**src/rtl/ip_rom_reader.sv**
```systemverilog
// ip_rom_reader: fetches a block of consecutive bytes from an n_cs/n_rd
// read responder, one outstanding read at a time, and presents each byte
// on a valid/ready stream. Used for boot-image copy and ROM self-check.
module ip_rom_reader #(
   parameter int ADDR_W  = 10,
   parameter int TIMEOUT = 15
) (
   input  logic              clk,
   input  logic              reset,
   input  logic              start,
   input  logic [ADDR_W-1:0] start_address,
   input  logic [ADDR_W:0]   length,
   output logic              busy,
   output logic              done,
   output logic              error,
   output logic              n_cs,
   output logic              n_rd,
   output logic [ADDR_W-1:0] address,
   input  logic [7:0]        rdata,
   input  logic              rdata_en,
   output logic [7:0]        out_data,
   output logic              out_valid,
   input  logic              out_ready
);

   typedef enum logic [2:0] {
      S_IDLE,
      S_REQ,
      S_WAIT,
      S_OUT,
      S_FIN
   } state_t;

   // Last WAIT cycle index; the responder gets exactly TIMEOUT cycles.
   localparam logic [7:0] WAIT_LAST = 8'(TIMEOUT - 1);

   state_t              state, state_d;
   logic [ADDR_W-1:0]   addr, addr_d;
   logic [ADDR_W:0]     remaining, remaining_d;
   logic [7:0]          wait_cnt, wait_cnt_d;
   logic                busy_d, done_d, error_d, n_cs_d, n_rd_d, out_valid_d;
   logic [ADDR_W-1:0]   address_d;
   logic [7:0]          out_data_d;
   logic [ADDR_W-1:0]   addr_inc;

   assign addr_inc = addr + ADDR_W'(1);

   // State and every output are registered together; next values come from the comb block.
   always_ff @(posedge clk) begin
      if (reset) begin
         state     <= S_IDLE;
         addr      <= '0;
         remaining <= '0;
         wait_cnt  <= '0;
         busy      <= 1'b0;
         done      <= 1'b0;
         error     <= 1'b0;
         n_cs      <= 1'b1;
         n_rd      <= 1'b1;
         address   <= '0;
         out_data  <= '0;
         out_valid <= 1'b0;
      end else begin
         state     <= state_d;
         addr      <= addr_d;
         remaining <= remaining_d;
         wait_cnt  <= wait_cnt_d;
         busy      <= busy_d;
         done      <= done_d;
         error     <= error_d;
         n_cs      <= n_cs_d;
         n_rd      <= n_rd_d;
         address   <= address_d;
         out_data  <= out_data_d;
         out_valid <= out_valid_d;
      end
   end

   // Next-state and next-output logic; strobes are computed for the state being
   // entered so that the registered outputs line up with that state.
   always_comb begin
      state_d     = state;
      addr_d      = addr;
      remaining_d = remaining;
      wait_cnt_d  = wait_cnt;
      busy_d      = busy;
      done_d      = 1'b0;
      error_d     = error;
      n_cs_d      = 1'b1;
      n_rd_d      = 1'b1;
      address_d   = address;
      out_data_d  = out_data;
      out_valid_d = out_valid;

      unique case (state)
         S_IDLE: begin
            if (start) begin
               addr_d      = start_address;
               remaining_d = length;
               error_d     = 1'b0;
               busy_d      = 1'b1;
               if (length != '0) begin
                  state_d   = S_REQ;
                  n_cs_d    = 1'b0;
                  n_rd_d    = 1'b0;
                  address_d = start_address;
               end else begin
                  state_d = S_FIN;
                  done_d  = 1'b1;
               end
            end
         end
         S_REQ: begin
            state_d    = S_WAIT;
            wait_cnt_d = '0;
         end
         S_WAIT: begin
            if (rdata_en) begin
               out_data_d  = rdata;
               out_valid_d = 1'b1;
               state_d     = S_OUT;
            end else if (wait_cnt == WAIT_LAST) begin
               error_d = 1'b1;
               done_d  = 1'b1;
               state_d = S_FIN;
            end else begin
               wait_cnt_d = wait_cnt + 8'd1;
            end
         end
         S_OUT: begin
            if (out_ready) begin
               out_valid_d = 1'b0;
               addr_d      = addr_inc;
               remaining_d = remaining - (ADDR_W + 1)'(1);
               if (remaining == (ADDR_W + 1)'(1)) begin
                  state_d = S_FIN;
                  done_d  = 1'b1;
               end else begin
                  state_d   = S_REQ;
                  n_cs_d    = 1'b0;
                  n_rd_d    = 1'b0;
                  address_d = addr_inc;
               end
            end
         end
         S_FIN: begin
            busy_d  = 1'b0;
            state_d = S_IDLE;
         end
         default: begin
            state_d = S_IDLE;
         end
      endcase
   end

endmodule
```
**config.mk**
```make
export PLATFORM = sky130hd
export DESIGN_NAME = ip_rom_reader
export DESIGN_NICKNAME = d
export VERILOG_FILES = /design/src/rtl/ip_rom_reader.sv
export SDC_FILE = /design/constraint.sdc
export NUM_CORES = 1
export LEC_CHECK = 0
export ABC_CLOCK_PERIOD_IN_PS = 2600
export CORE_MARGIN = 2
export CORE_UTILIZATION = 51
export CTS_BUF_LIST = sky130_fd_sc_hd__clkbuf_16
export CTS_CLUSTER_SIZE = 20
export DETAILED_ROUTE_END_ITERATION = 6
export PLACE_DENSITY = 0.91
export SLEW_MARGIN = 20
export SYNTH_ARGS = -nofsm -noshare
export SYNTH_HDL_FRONTEND = slang
export SYNTH_SLANG_ARGS = --single-unit
```
**constraint.sdc**
```tcl
create_clock -name clk -period 2.6 [get_ports clk]
set_clock_uncertainty 0.1 [all_clocks]
set_input_delay 0.52 -clock clk [delete_from_list [all_inputs] [get_ports clk]]
set_output_delay 0.52 -clock clk [all_outputs]
set_load 0.01 [all_outputs]
```
**After elaboration in Yosys (flattened, before gate mapping)**

Index checks and enable logic that the tools add are counted.

- Bits in registers: 55
- Output and inout bits: 24
- Logic and storage cells: 84

- Add/subtract/negate cells: 3
- Equal/unequal tests: 15
- Mux-type cells: 40
- Reduce and logical (&&, ||, !) cells: 15

Operators by type and width:

| kind | number |
|---|---|
| $mux 10 | 6 |
| $pmux 10 s2 | 2 |
| $mux 11 | 2 |
| $pmux 11 s2 | 1 |
| $mux 3 | 6 |
| $mux 8 | 2 |
| $ne 2x2->1 const B | 8 |
| $pmux 8 s2 | 1 |
| $mux 1 | 14 |
| $pmux 3 s4 | 1 |
| $reduce_and 3->1 | 4 |
| $eq 11x1->1 const B | 1 |
| $reduce_bool 11->1 | 1 |
| $sub 11x1->11 const B | 1 |
| $add 10x1->10 const B | 1 |
| $reduce_bool 2->1 | 5 |
| $add 8x1->8 const B | 1 |
| $eq 8x4->1 const B | 1 |
| $pmux 1 s2 | 4 |
| $eq 3x2->1 const B | 2 |
| $reduce_and 5->1 | 1 |
| $reduce_and 2->1 | 2 |
| $reduce_and 4->1 | 1 |
| $eq 3x1->1 const B | 1 |
| other kinds (4) | 4 |

**Depth between registers and ports, before layout**

Gate-level depths: netlist of run 1.

- Depth after elaboration: 4
- Mapped depth: 8

**Worst setup path after synthesis of run 1**

Ideal clock, no wire load.

- Path type: register to register
- From: reg wait_cnt[0]
- To: reg state[0]
- Data arrival time: 1.748 ns
- Data required time: 2.424 ns
- Slack: 0.677 ns
- Stages on the path, launching flop included: 8
- Cell sequence: dfxtp_1 > inv_1 > ha_1 > or4b_4 > o31ai_4 > o2111ai_2 > o22a_1 > o22ai_1

- Word-level cells in the longest chain between the ends: 3

Ends and longest elaborated chain:

| element | RTL line | text |
|---|---|---|
| from (decl) | 40 | `logic [7:0] wait_cnt, wait_cnt_d;` |
| from (signal assigned) | 67 | `wait_cnt <= wait_cnt_d;` |
| $eq 8x4->1 | 122 | `end else if (wait_cnt == WAIT_LAST) begin` |
| $ne 3x3->1 (no line) | -- |  |
| $reduce_and 3->1 (no line) | -- |  |
| to (signal assigned) | 64 | `state <= state_d;` |
| to (decl) | 37 | `state_t state, state_d;` |

Every way passes these cells.
A chain may end at the register's enable or synchronous reset.

**Worst setup path in the final report of run 1**

- From: in start
- To: reg addr[5]

- Word-level cells in the longest chain between the ends: 2

Ends and longest elaborated chain:

| element | RTL line | text |
|---|---|---|
| from (decl) | 10 | `input logic start,` |
| $ne 2x2->1 (no line) | -- |  |
| $reduce_and 3->1 (no line) | -- |  |
| to (signal assigned) | 65 | `addr <= addr_d;` |
| to (decl) | 38 | `logic [ADDR_W-1:0] addr, addr_d;` |

Every way passes these cells.

==> impl_metrics.toml, run 1 <==
[synth]
synth.avg_cell_area_sq_um = 7.794
synth_top_cell_area_share_pct = 39.02
synthTopCellsByCount = "nand2_1, dfxtp_1, nor2_1"
ys_ff_latch = 55
syn_area_sq_um = 2821
synthArstFlopShare_pct = 0
synthTopCellsByArea = "dfxtp_1, nand2_1, a21oi_1"
yosys_warnings = 0
syn_nets = 401
synth_cell_types = 53
synth_edf_count = 0
synth_ff_type = "dfxtp_1"
synth.most_common_cell = "nand2_1"
synth_top_area_cell = "dfxtp_1"
ys_seq_area_share_pct = 39.02
synthCells = 362

[cells_and_area]
num-nets-final = 450
instances_no_fill = 484
final_core_util_pct = 66.30
diodes = 0
area_growth_pct = 27.80
drive_above_1_share_pct = 6.068

[sta]
hold_viol_final = 0
rsz0062_at_grt = "no"
period_share_pct = 85.27
min_period_ns = 2.217
setup_viol = 0
drv_slew = 0
fin_setup_tns_ns = 0
tightestPinTransition_ns = 0.7343
maxSlewHeadroom_pct = 51.05
max_freq_mhz = 451.1

[route]
routedWlPerCell_um = 14.06
dr.first_iter.drc_count = 178
first_pass_iters = 4
ant_nets = 0
drc = 0
drt-total-wl_um = 6804
via_count = 2763
vias_per_cell = 5.709

[placement]
gp_congestion = 0.8319
hpwl_um = 4667
dp.cells = 476
port_buffers = 57

[clocking]
cts_tree = "built"
numClockSinks = 55
numCtsBuffers = 5
post_cts_resized = 0
cts_max_level = 2
clock_path_buffers = 2
path_clk_slew_ns = 0.07
ctsHoldBuffers = 0
worstSkewPairLatency_ns = 0.30
root_buffer = "clkbuf_16"
cts_setup_buffers = 0

[floorplanning]
die_area_sq_um = 6143
die_y_um = 78.38
die_w_um = 78.38
ios = 58
start_util_pct = 51.87
core_sq_um = 5439
core.rowCount = 27

[global_routing]
grt_pass1_wl_um = 11320
first_global_vias = 2534
antenna_found_initial = 0
grt_max_degree = 41
track_usage_pct = 22.77
gr-total-overflow = 0

[setup_path]
crit_arrival_ns = 2.35
startpoint_type = "input pin"
crit_slowest_cell = "clkdlybuf4s50_1"
cp.required_ns = 2.73
cp_max_fo = 21
cpLargestDelayFamily = "compound AO/OA/AOI/OAI gates"
crit_path_max_incr_delay_ns = 0.48
critical_path_buf_inv_count = 1
path_cells = "clkdlybuf4s50_1 -> or3b_1 -> a21o_1 -> nor2_1 -> o21ai_1 -> a21oi_1"
critPathKind = "in -> reg"
end_kind = "flip-flop"

[status]
status = "finished, final reports clean"

[run]
max_cap_viol_count = 0

[power]
pwr_density_cell_nw_per_um2 = 826.0
leakagePower_nw = 1.320
worst_ir_drop_vdd_uv = 357.5

[worst_hold_path]
hold_path_class = "reg -> reg"
[sequential cells by signal, summed over array words and instances (netlist names), 3 cells and up]
register	cells
state	3
remaining	11
out_data	8
wait_cnt	8
addr	10
address	10
[cell usage in the layout, fill, tap and decap left out, types with 7 or more instances in the layout]
cell             synthesis  layout
nor3_1                   9       9
a21oi_1                 33      33
o21ai_0                 11      11
buf_4                    1       9
o21ai_1                 13      13
xor2_1                   8       8
nand3_1                 12      12
nor2_1                  40      40
dfxtp_1                 55      55
nand3b_1                 7       7
clkdlybuf4s50_1          0      57
nand2_1                 61      61
inv_1                    7       7
[layer usage]
metal	up-vias	share of wire [%]	track usage [%]
li1	1374	-	-
met1	1277	46	29.61
met2	106	47	37.33
met3	6	5.9	5.287
met4	0	1.2	7.719
met5	-	0	0
[kinds of logic after synthesis]
group | Yosys count | synth area share [%]
AO/OA/AOI/OAI | 87 | 19.56
XOR/XNOR | 12 | 3.725
adder cells (fa/ha/maj) | 5 | 2.217
buffers and inverters | 32 | 4.789
flip-flops | 55 | 39.02
multiplexers | 6 | 2.129
AND/OR/NAND/NOR | 165 | 28.56
[worst paths after layout]
path | start | to | slack, ns | depth (start not counted)
max | start | addr[5]$_SDFFE_PP0P_ | 0.38 | 6
min | out_data[6]$_SDFFE_PP0P_ | out_data[6]$_SDFFE_PP0P_ | 0.36 | 2
max reg2reg | wait_cnt[1]$_SDFFE_PP0P_ | state[0]$_SDFFE_PP0P_ | 0.47 | 6
min reg2reg | out_data[6]$_SDFFE_PP0P_ | out_data[6]$_SDFFE_PP0P_ | 0.36 | 2
[cell type report]
cell class,instances,area (sq um)
Tap cell,72,90.09
Inverter,7,26.28
Sequential cell,55,1101
Fill cell,464,1833
Multi-Input combinational cell,275,1585
Clock inverter,3,20.02
Clock buffer,5,125.1
Timing Repair Buffer,67,658.1
[worst reg2reg max path, cell delays in order (launching register included)]
cell	delay [ns]
dfxtp_1	0.39
ha_1	0.16
or4b_4	0.49
o31ai_4	0.36
o2111ai_2	0.20
o22a_1	0.21
o22ai_1	0.14
[where the power goes]
part           internal [mW]  total, mW  switching (mW)
Clock                  0.356      0.671           0.315
Sequential             0.997       1.15           0.155
Combinational          0.512       1.16           0.644
[stage by stage]
step	hold WS [ns]	instance area [sq um]	total power [mW]	worst slack [ns]
2_1_floorplan	0.3363	2821	1.929	0.6767
3_3_place_gp	0.3414	3461	2.259	0.2016
3_5_place_dp	0.3489	3461	2.298	0.1037
4_1_cts	0.3588	3606	2.963	0.4098
5_1_grt	0.3769	3606	3.156	0.3130
6_report	0.3558	3606	2.979	0.3830
Power figures use the tool's default switching activity.
==> inputs of run 2 (changes only) <==
--- a/config.mk
+++ b/config.mk
@@ -6,4 +6,5 @@
 export NUM_CORES = 1
 export LEC_CHECK = 0
+export ABC_AREA = 0
 export ABC_CLOCK_PERIOD_IN_PS = 2600
 export CORE_MARGIN = 2
==> constraint.sdc (replaced) <==
create_clock -name clk -period 2.6 [get_ports clk]
set_clock_uncertainty 0.1 [all_clocks]
set_input_delay 0.52 -clock clk [delete_from_list [all_inputs] [get_ports clk]]
set_output_delay 0.52 -clock clk [all_outputs]
set_load 0.05 [all_outputs]
==> results of run 2 <==
Same layout as run 1 (identical final DEF). Status: finished, final reports clean.
Among the figures that moved: total power 2.979 mW -> 3.166 mW; worst IR drop on VDD 357.5 uV -> 445.6 uV
